--- config.mk ---
export PLATFORM = sky130hd
export DESIGN_NAME = bus_word_packer
export DESIGN_NICKNAME = d
export VERILOG_FILES = /design/src/rtl/bus_word_packer.sv
export SDC_FILE = /design/constraint.sdc
export NUM_CORES = 1
export LEC_CHECK = 0
export CAP_MARGIN = 20
export CORE_MARGIN = 2
export CORE_UTILIZATION = 40
export CTS_CLUSTER_SIZE = 40
export DETAILED_ROUTE_END_ITERATION = 8
export GPL_TIMING_DRIVEN = 0
export PLACE_DENSITY = 0.8
export SETUP_SLACK_MARGIN = 0.5
export SLEW_MARGIN = 15
export SYNTH_ARGS = -nofsm -noshare
export SYNTH_HDL_FRONTEND = slang
export SYNTH_SLANG_ARGS = --single-unit
--- constraint.sdc ---
create_clock -name r_clk -period 3.8 [get_ports r_clk]
set_input_delay 0.95 -clock r_clk [delete_from_list [all_inputs] [get_ports r_clk]]
set_output_delay 0.95 -clock r_clk [all_outputs]
set_load 0.03 [all_outputs]
--- src/rtl/bus_word_packer.sv ---
// -----------------------------------------------------------------------------
// bus_word_packer
//
// Collects data_size-bit words arriving one per handshake on a narrow input
// bus and packs array_size of them into one wide vector for the
// processing-element row. Lane 0 sits in the LSBs, so a vector packed here
// and later serialized lane-0-first reproduces the original word order.
//
// Handshake rule (both sides): a transfer happens on a rising edge of r_clk
// when valid and ready are both high in that cycle. valid, once raised, is
// held with stable data until the transfer; ready may change freely.
//
// Ports
//   r_clk      in   clock, all logic on the rising edge
//   rst_n      in   synchronous active-low reset
//   in_data    in   incoming word
//   in_valid   in   in_data valid
//   in_ready   out  packer can accept a word this cycle
//   flush      in   single-cycle request to close a partially filled vector
//   out_data   out  packed vector, lane k at [k*data_size +: data_size]
//   out_count  out  number of lanes written in out_data (1..array_size)
//   out_valid  out  out_data/out_count valid
//   out_ready  in   consumer takes the vector this cycle
//   dbg_state  out  current FSM state (0 = FILL, 1 = HOLD)
// -----------------------------------------------------------------------------
module bus_word_packer #(
    parameter int array_size = 9,
    parameter int data_size  = 8
) (
    input  logic                                r_clk,
    input  logic                                rst_n,
    input  logic [data_size-1:0]                in_data,
    input  logic                                in_valid,
    output logic                                in_ready,
    input  logic                                flush,
    output logic [data_size*array_size-1:0]     out_data,
    output logic [$clog2(array_size+1)-1:0]     out_count,
    output logic                                out_valid,
    input  logic                                out_ready,
    output logic                                dbg_state
);

    localparam int cw = $clog2(array_size + 1);
    localparam int vw = data_size * array_size;

    typedef enum logic {
        FILL = 1'b0,
        HOLD = 1'b1
    } state_t;

    state_t            state_q, state_d;
    logic [cw-1:0]     cnt_q, cnt_d;
    logic [vw-1:0]     pack_q, pack_d;
    logic [cw-1:0]     count_q, count_d;

    logic              accept;
    logic              taken;
    logic              open_vec;
    logic              flush_ok;
    logic              close_vec;
    logic [cw-1:0]     base_cnt;
    logic [cw-1:0]     fill_cnt;
    logic [vw-1:0]     base_pack;
    logic [vw-1:0]     wr_pack;

    // -------------------------------------------------------------------------
    // Handshake and datapath decode
    // -------------------------------------------------------------------------
    always_comb begin
        // In HOLD the only way to take a new word is to release the held
        // vector in the same cycle, hence in_ready follows out_ready there.
        in_ready  = (state_q == FILL) ? 1'b1 : out_ready;
        out_valid = (state_q == HOLD);
        accept    = in_valid && in_ready;
        taken     = out_valid && out_ready;

        // A vector is being assembled this cycle either because we are
        // filling, or because the held vector leaves and a fresh one starts.
        open_vec  = (state_q == FILL) || taken;

        // A fresh vector starts from an all-zero register at lane 0, so
        // stale lanes from the previous vector never leak through.
        base_cnt  = (state_q == HOLD) ? '0 : cnt_q;
        base_pack = (state_q == HOLD) ? '0 : pack_q;
        fill_cnt  = base_cnt + (accept ? cw'(1) : cw'(0));

        wr_pack = base_pack;
        for (int k = 0; k < array_size; k++) begin
            if (accept && (base_cnt == cw'(k))) begin
                wr_pack[k*data_size +: data_size] = in_data;
            end
        end

        // flush only counts while filling; a flush with nothing written
        // (and no word arriving alongside it) is dropped.
        flush_ok  = flush && (state_q == FILL) && (fill_cnt != '0);
        close_vec = (accept && (base_cnt == cw'(array_size - 1))) || flush_ok;
    end

    // -------------------------------------------------------------------------
    // Next-state logic
    // -------------------------------------------------------------------------
    always_comb begin
        state_d = state_q;
        cnt_d   = cnt_q;
        pack_d  = pack_q;
        count_d = count_q;

        if (open_vec) begin
            pack_d  = wr_pack;
            cnt_d   = fill_cnt;
            count_d = '0;
            state_d = FILL;
            if (close_vec) begin
                // The word of this cycle (if any) is already in wr_pack,
                // so fill_cnt is the exact number of lanes in the vector.
                state_d = HOLD;
                count_d = fill_cnt;
                cnt_d   = '0;
            end
        end
    end

    // -------------------------------------------------------------------------
    // State registers
    // -------------------------------------------------------------------------
    always_ff @(posedge r_clk) begin
        if (!rst_n) begin
            state_q <= FILL;
            cnt_q   <= '0;
            pack_q  <= '0;
            count_q <= '0;
        end else begin
            state_q <= state_d;
            cnt_q   <= cnt_d;
            pack_q  <= pack_d;
            count_q <= count_d;
        end
    end

    assign out_data  = pack_q;
    assign out_count = count_q;
    assign dbg_state = state_q;

endmodule

# Word level (Yosys, flattened, before mapping)
# Cells that the tools add are included.
[totals]
inputBits = 13
elab_cells = 73
output_inout_bits = 79
register_bits = 81
[op_classes]
n_reduce_logical = 35
eq_ne = 8
n_mux = 16
bitwise = 1
n_addsub = 1
[op_table]
columns = ["op", "count"]
rows = [
  ["72-bit two-way mux", 1],
  ["8-bit two-way mux", 9],
  ["2-bit AND reduction", 9],
  ["2-bit nonzero test", 9],
  ["4-bit by 3-bit == test with 1-bit output, second input constant", 4],
  ["1-bit logical AND", 13],
  ["4-bit two-way mux", 3],
  ["4-bit by 2-bit == test with 1-bit output, second input constant", 2],
  ["4-bit by 1-bit adder with 4-bit output", 1],
  ["4-bit by 1-bit == test with 1-bit output, second input constant", 1],
  ["4-bit == test, second input constant", 1],
  ["4-bit logical NOT", 1],
  ["4-bit nonzero test", 1],
  ["1-bit two-way mux", 3],
  ["1-bit logical OR", 2],
  ["1-bit inverter", 1],
]

# Logic depth before layout (Yosys ltp)
[logic_depth]
ltp_word = 8
ltp_mapped = 10
depth_no_buf = 8

# Least setup slack after synthesis
# Ideal clock, no wire load.
[synth_path]
kind = "input to register"
start = "input port out_ready"
end = "register state_q (netlist: dbg_state)"
required_ns = 3.660
setup_slack_ns = 0.995
setup_ns = 0.140
arrival_ns = 2.665
path_buffers = 1
path_stages = 9
path_cell_list = "nor2b_1 > clkbuf_1 > inv_1 > and2_1 > ha_1 > ha_1 > xnor2_1 > o41ai_1 > a31oi_1"
[synth_between]
elab_chain_len = 8
word_cells_on_any_way = 11
classes_between = "add/sub (1); mux (3); reduce/logical (7)"
[synth_rtl]
columns = ["item", "line", "rtl"]
rows = [
  ["start: declaration", "39", "input logic out_ready,"],
  ["1-bit two-way mux *", "72", "in_ready = (state_q == FILL) ? 1'b1 : out_ready;"],
  ["net in_ready", "34", "output logic in_ready,"],
  ["1-bit logical AND *", "74", "accept = in_valid && in_ready;"],
  ["1-bit two-way mux", "85", "fill_cnt = base_cnt + (accept ? cw'(1) : cw'(0));"],
  ["4-bit by 1-bit adder with 4-bit output", "85", ""],
  ["4-bit nonzero test", "96", "flush_ok = flush && (state_q == FILL) && (fill_cnt != '0);"],
  ["1-bit logical AND", "96", ""],
  ["1-bit logical OR *", "97", "close_vec = (accept && (base_cnt == cw'(array_size - 1))) || flush_ok;"],
  ["1-bit two-way mux *", "114", "if (close_vec) begin"],
  ["end signal: assignment", "134", "state_q <= state_d;"],
  ["end: declaration", "51", "state_t state_q, state_d;"],
]
# The timed path passes the listed nets; every way through them passes the cells marked *.
# A chain may end at the register's enable or synchronous reset.

# Worst setup path in the final report
[layout_path]
start = "input port out_ready"
end = "output port in_ready"
[layout_between]
elab_chain_len = 1
[layout_rtl]
columns = ["item", "line"]
rows = [
  ["1-bit two-way mux", "72"],
  ["end: declaration", "34"],
]
# Every way passes these cells.

==> results.txt <==
First-pass GRT wire length - 15.2 mm
Layout cell share with drive strength beyond 1 - 0.109
P per Cell Area - 384 mW/mm^2
Fin crit period - 3.09 ns
Initial Util - 0.415
Maxcap violations - 0
Initial DRC Count - 241
Worst-Margin Slew - 0.698 ns
RSZ-0062 raised after global routing - no
Kind of critical path - in2out
Residual DRC count - 0
Hold Path Class - reg2reg
Slew HR - 0.535
All-Layer GR Usage - 0.223
Seq/Total Area, Yosys - 0.500
Synth Register Bits - 81
Post-Syn Area per Cell - 8.37 sq um
Vias in the first global route - 2,933
Vias - 3,166
Die Area - 0.00884 sq mm
Post-CTS Hold Buffers - 0
Htree depth - 3
Psw - 0.445 mW
Mapped Nets - 402
Synth unique cells - 36
I/O pin cnt - 92
Worst Path Max Fanout - 9
CP arrival - 2.14 ns
Util after Layout - 0.564
Core area - 0.00781 sq mm
Sw frac - 0.264
Antenna Cells - 0
Layout area overhead - 35.8%
Antenna violations before repair - 0
Clock Power Share - 0.380
CTS tree - yes
Root buf cell - clkbuf_8
Die span in y - 94.0 um
Internal power - 1.24 mW
Clock sink total - 81
DRT Pass-1 Iters - 5
Net count, final - 496
Max VDD drop - 0.188 mV
Via/cell ratio - 5.38
Die W - 94.0 um
Outcome - finished clean
Logic pwr share - 0.104
Final ANT Viol Nets - 0
Final setup violation count - 0
Critical path launch point type - input port
Final WL - 9.53 mm
Period utilization - 0.814
Crit. End Element - primary output
Leak Pwr - 1.40 nW
Port bufs - 83
Site Rows - 32
Clk_lat worst skew - 0.35 ns
Yosys warns - 0
Area of the mapped netlist - 0.00324 sq mm
Number of CTS-inserted buffers - 9
Crit path required time - 2.85 ns
Sequential power share - 0.516
Clock Skew - 0.00787 ns
Clk buf depth - 2
Final hold vios - 0
Final GP Congestion - 0.862
Largest net degree at the start of global routing - 15
Gr ovfl total - 0
Wire per inst - 16.2 um
Total negative slack - 0 ns
Fmax - 323 MHz
Post-Syn Instances - 387
HPWL after DPL - 6.56 mm
Worst-path clk slew - 0.08 ns
Fin. max-slew vios - 0
## worst max-delay path, stage by stage
cell and delay [ns]:
clkdlybuf4s50_1 0.51, nor2b_1 0.06, clkbuf_2 0.19, inv_1 0.20, clkbuf_2 0.24
## kinds of logic after synthesis
group | synth area share
XOR/XNOR | 0.00811
buffers and inverters | 0.0571
AO/OA/AOI/OAI | 0.160
AND/OR/NAND/NOR | 0.267
flip-flops | 0.500
adder cells (fa/ha/maj) | 0.00772
## power by group through the flow
stage / logic (mW) / clock network [mW] / registers (mW)
after floorplan: 0.0853 / 0 / 0.914
after global placement: 0.170 / 0 / 0.891
after detailed placement: 0.174 / 0 / 0.891
after CTS: 0.175 / 0.647 / 0.871
after global routing: 0.188 / 0.684 / 0.873
final: 0.176 / 0.641 / 0.871
## path summary, 6_finish.rpt
check | startpoint | end | slack [ns] | cells past startpoint
min | out_data[36] | out_data[36] | 0.47 | 2
max reg2reg | dbg_state | dbg_state | 1.12 | 10
min reg2reg | out_data[36] | out_data[36] | 0.47 | 2
max | out_ready | in_ready | 0.71 | 5
## per-layer routing
| metal | global-route usage | up-vias | wire length (um) |
|---|---|---|---|
| met3 | 0.0409 | 16 | 680 |
| li1 | - | 1512 | - |
| met2 | 0.358 | 147 | 4460 |
| met5 | 0 | - | 0 |
| met1 | 0.297 | 1491 | 4200 |
| met4 | 0.0857 | 0 | 191 |
## through the flow
stage / instances / hold slack [ns] / power (mW) / setup slack [ns] / instance area (sq um)
floorplan: 387 / 0.492 / 1.00 / 0.995 / 3240
CTS: 588 / 0.467 / 1.69 / 0.534 / 4400
detailed placement: 572 / 0.452 / 1.07 / 0.141 / 4200
global route: 588 / 0.484 / 1.75 / 0.645 / 4400
finish: 588 / 0.465 / 1.69 / 0.708 / 4400
global placement: 572 / 0.449 / 1.06 / 0.201 / 4200
## Yosys cell counts, drive strengths merged
cell type | number | area (sq um)
buf | 14 | 91.3
or2 | 3 | 18.8
a31oi | 2 | 12.5
or3b | 1 | 8.76
clkbuf | 23 | 86.3
or3 | 3 | 18.8
nand3 | 71 | 395
inv | 2 | 7.50
ha | 2 | 25.0
xnor2 | 2 | 17.5
a21oi | 71 | 385
dfxtp | 81 | 1620
o21ai | 3 | 15.0
nor2 | 5 | 18.8
a22o | 8 | 70.1
nor3 | 4 | 36.3
o31ai | 1 | 7.51
nand2 | 74 | 278
nand3b | 1 | 7.51
and2 | 2 | 12.5
a32o | 1 | 10.0
and3 | 2 | 12.5
nor3b | 2 | 20.0
nand2b | 2 | 12.5
o41ai | 2 | 17.5
xor2 | 1 | 8.76
nor2b | 4 | 25.0
## placed cells by master, fill, tap and decap left out, types with 4 or more instances in the layout
master,Yosys,routed
a21oi_2,8,8
nand3_2,8,8
nand3_1,63,63
nor2_1,5,5
a21oi_1,63,63
clkbuf_8,0,10
nor2b_1,4,4
buf_2,7,7
dfxtp_1,81,81
nand2_1,74,74
a22o_1,8,8
clkbuf_1,23,22
clkdlybuf4s50_1,0,82
## layout make-up
cell class	instances	area, sq um
Tap cell	102	128
Fill cell	716	3410
Clock inverter	6	67.6
Multi-Input combinational cell	267	1430
Timing Repair Buffer	83	826
Inverter	2	7.51
Clock buffer	10	138
Buffer	37	179
Sequential cell	81	1620
## state kept, by name, summed over array words and instances (netlist names)
register   cells
cnt_q          4
out_data      72
out_count      4
dbg_state      1
## repair_timing
action | CTS | global route
hold endpoints to repair | 0 | 0
buffers inserted | 0 | 0
pin swaps | 0 | 0
resized for setup | 2 | 2
endpoints found under the setup margin | 1 | 1
Power figures use the tool's default switching activity.
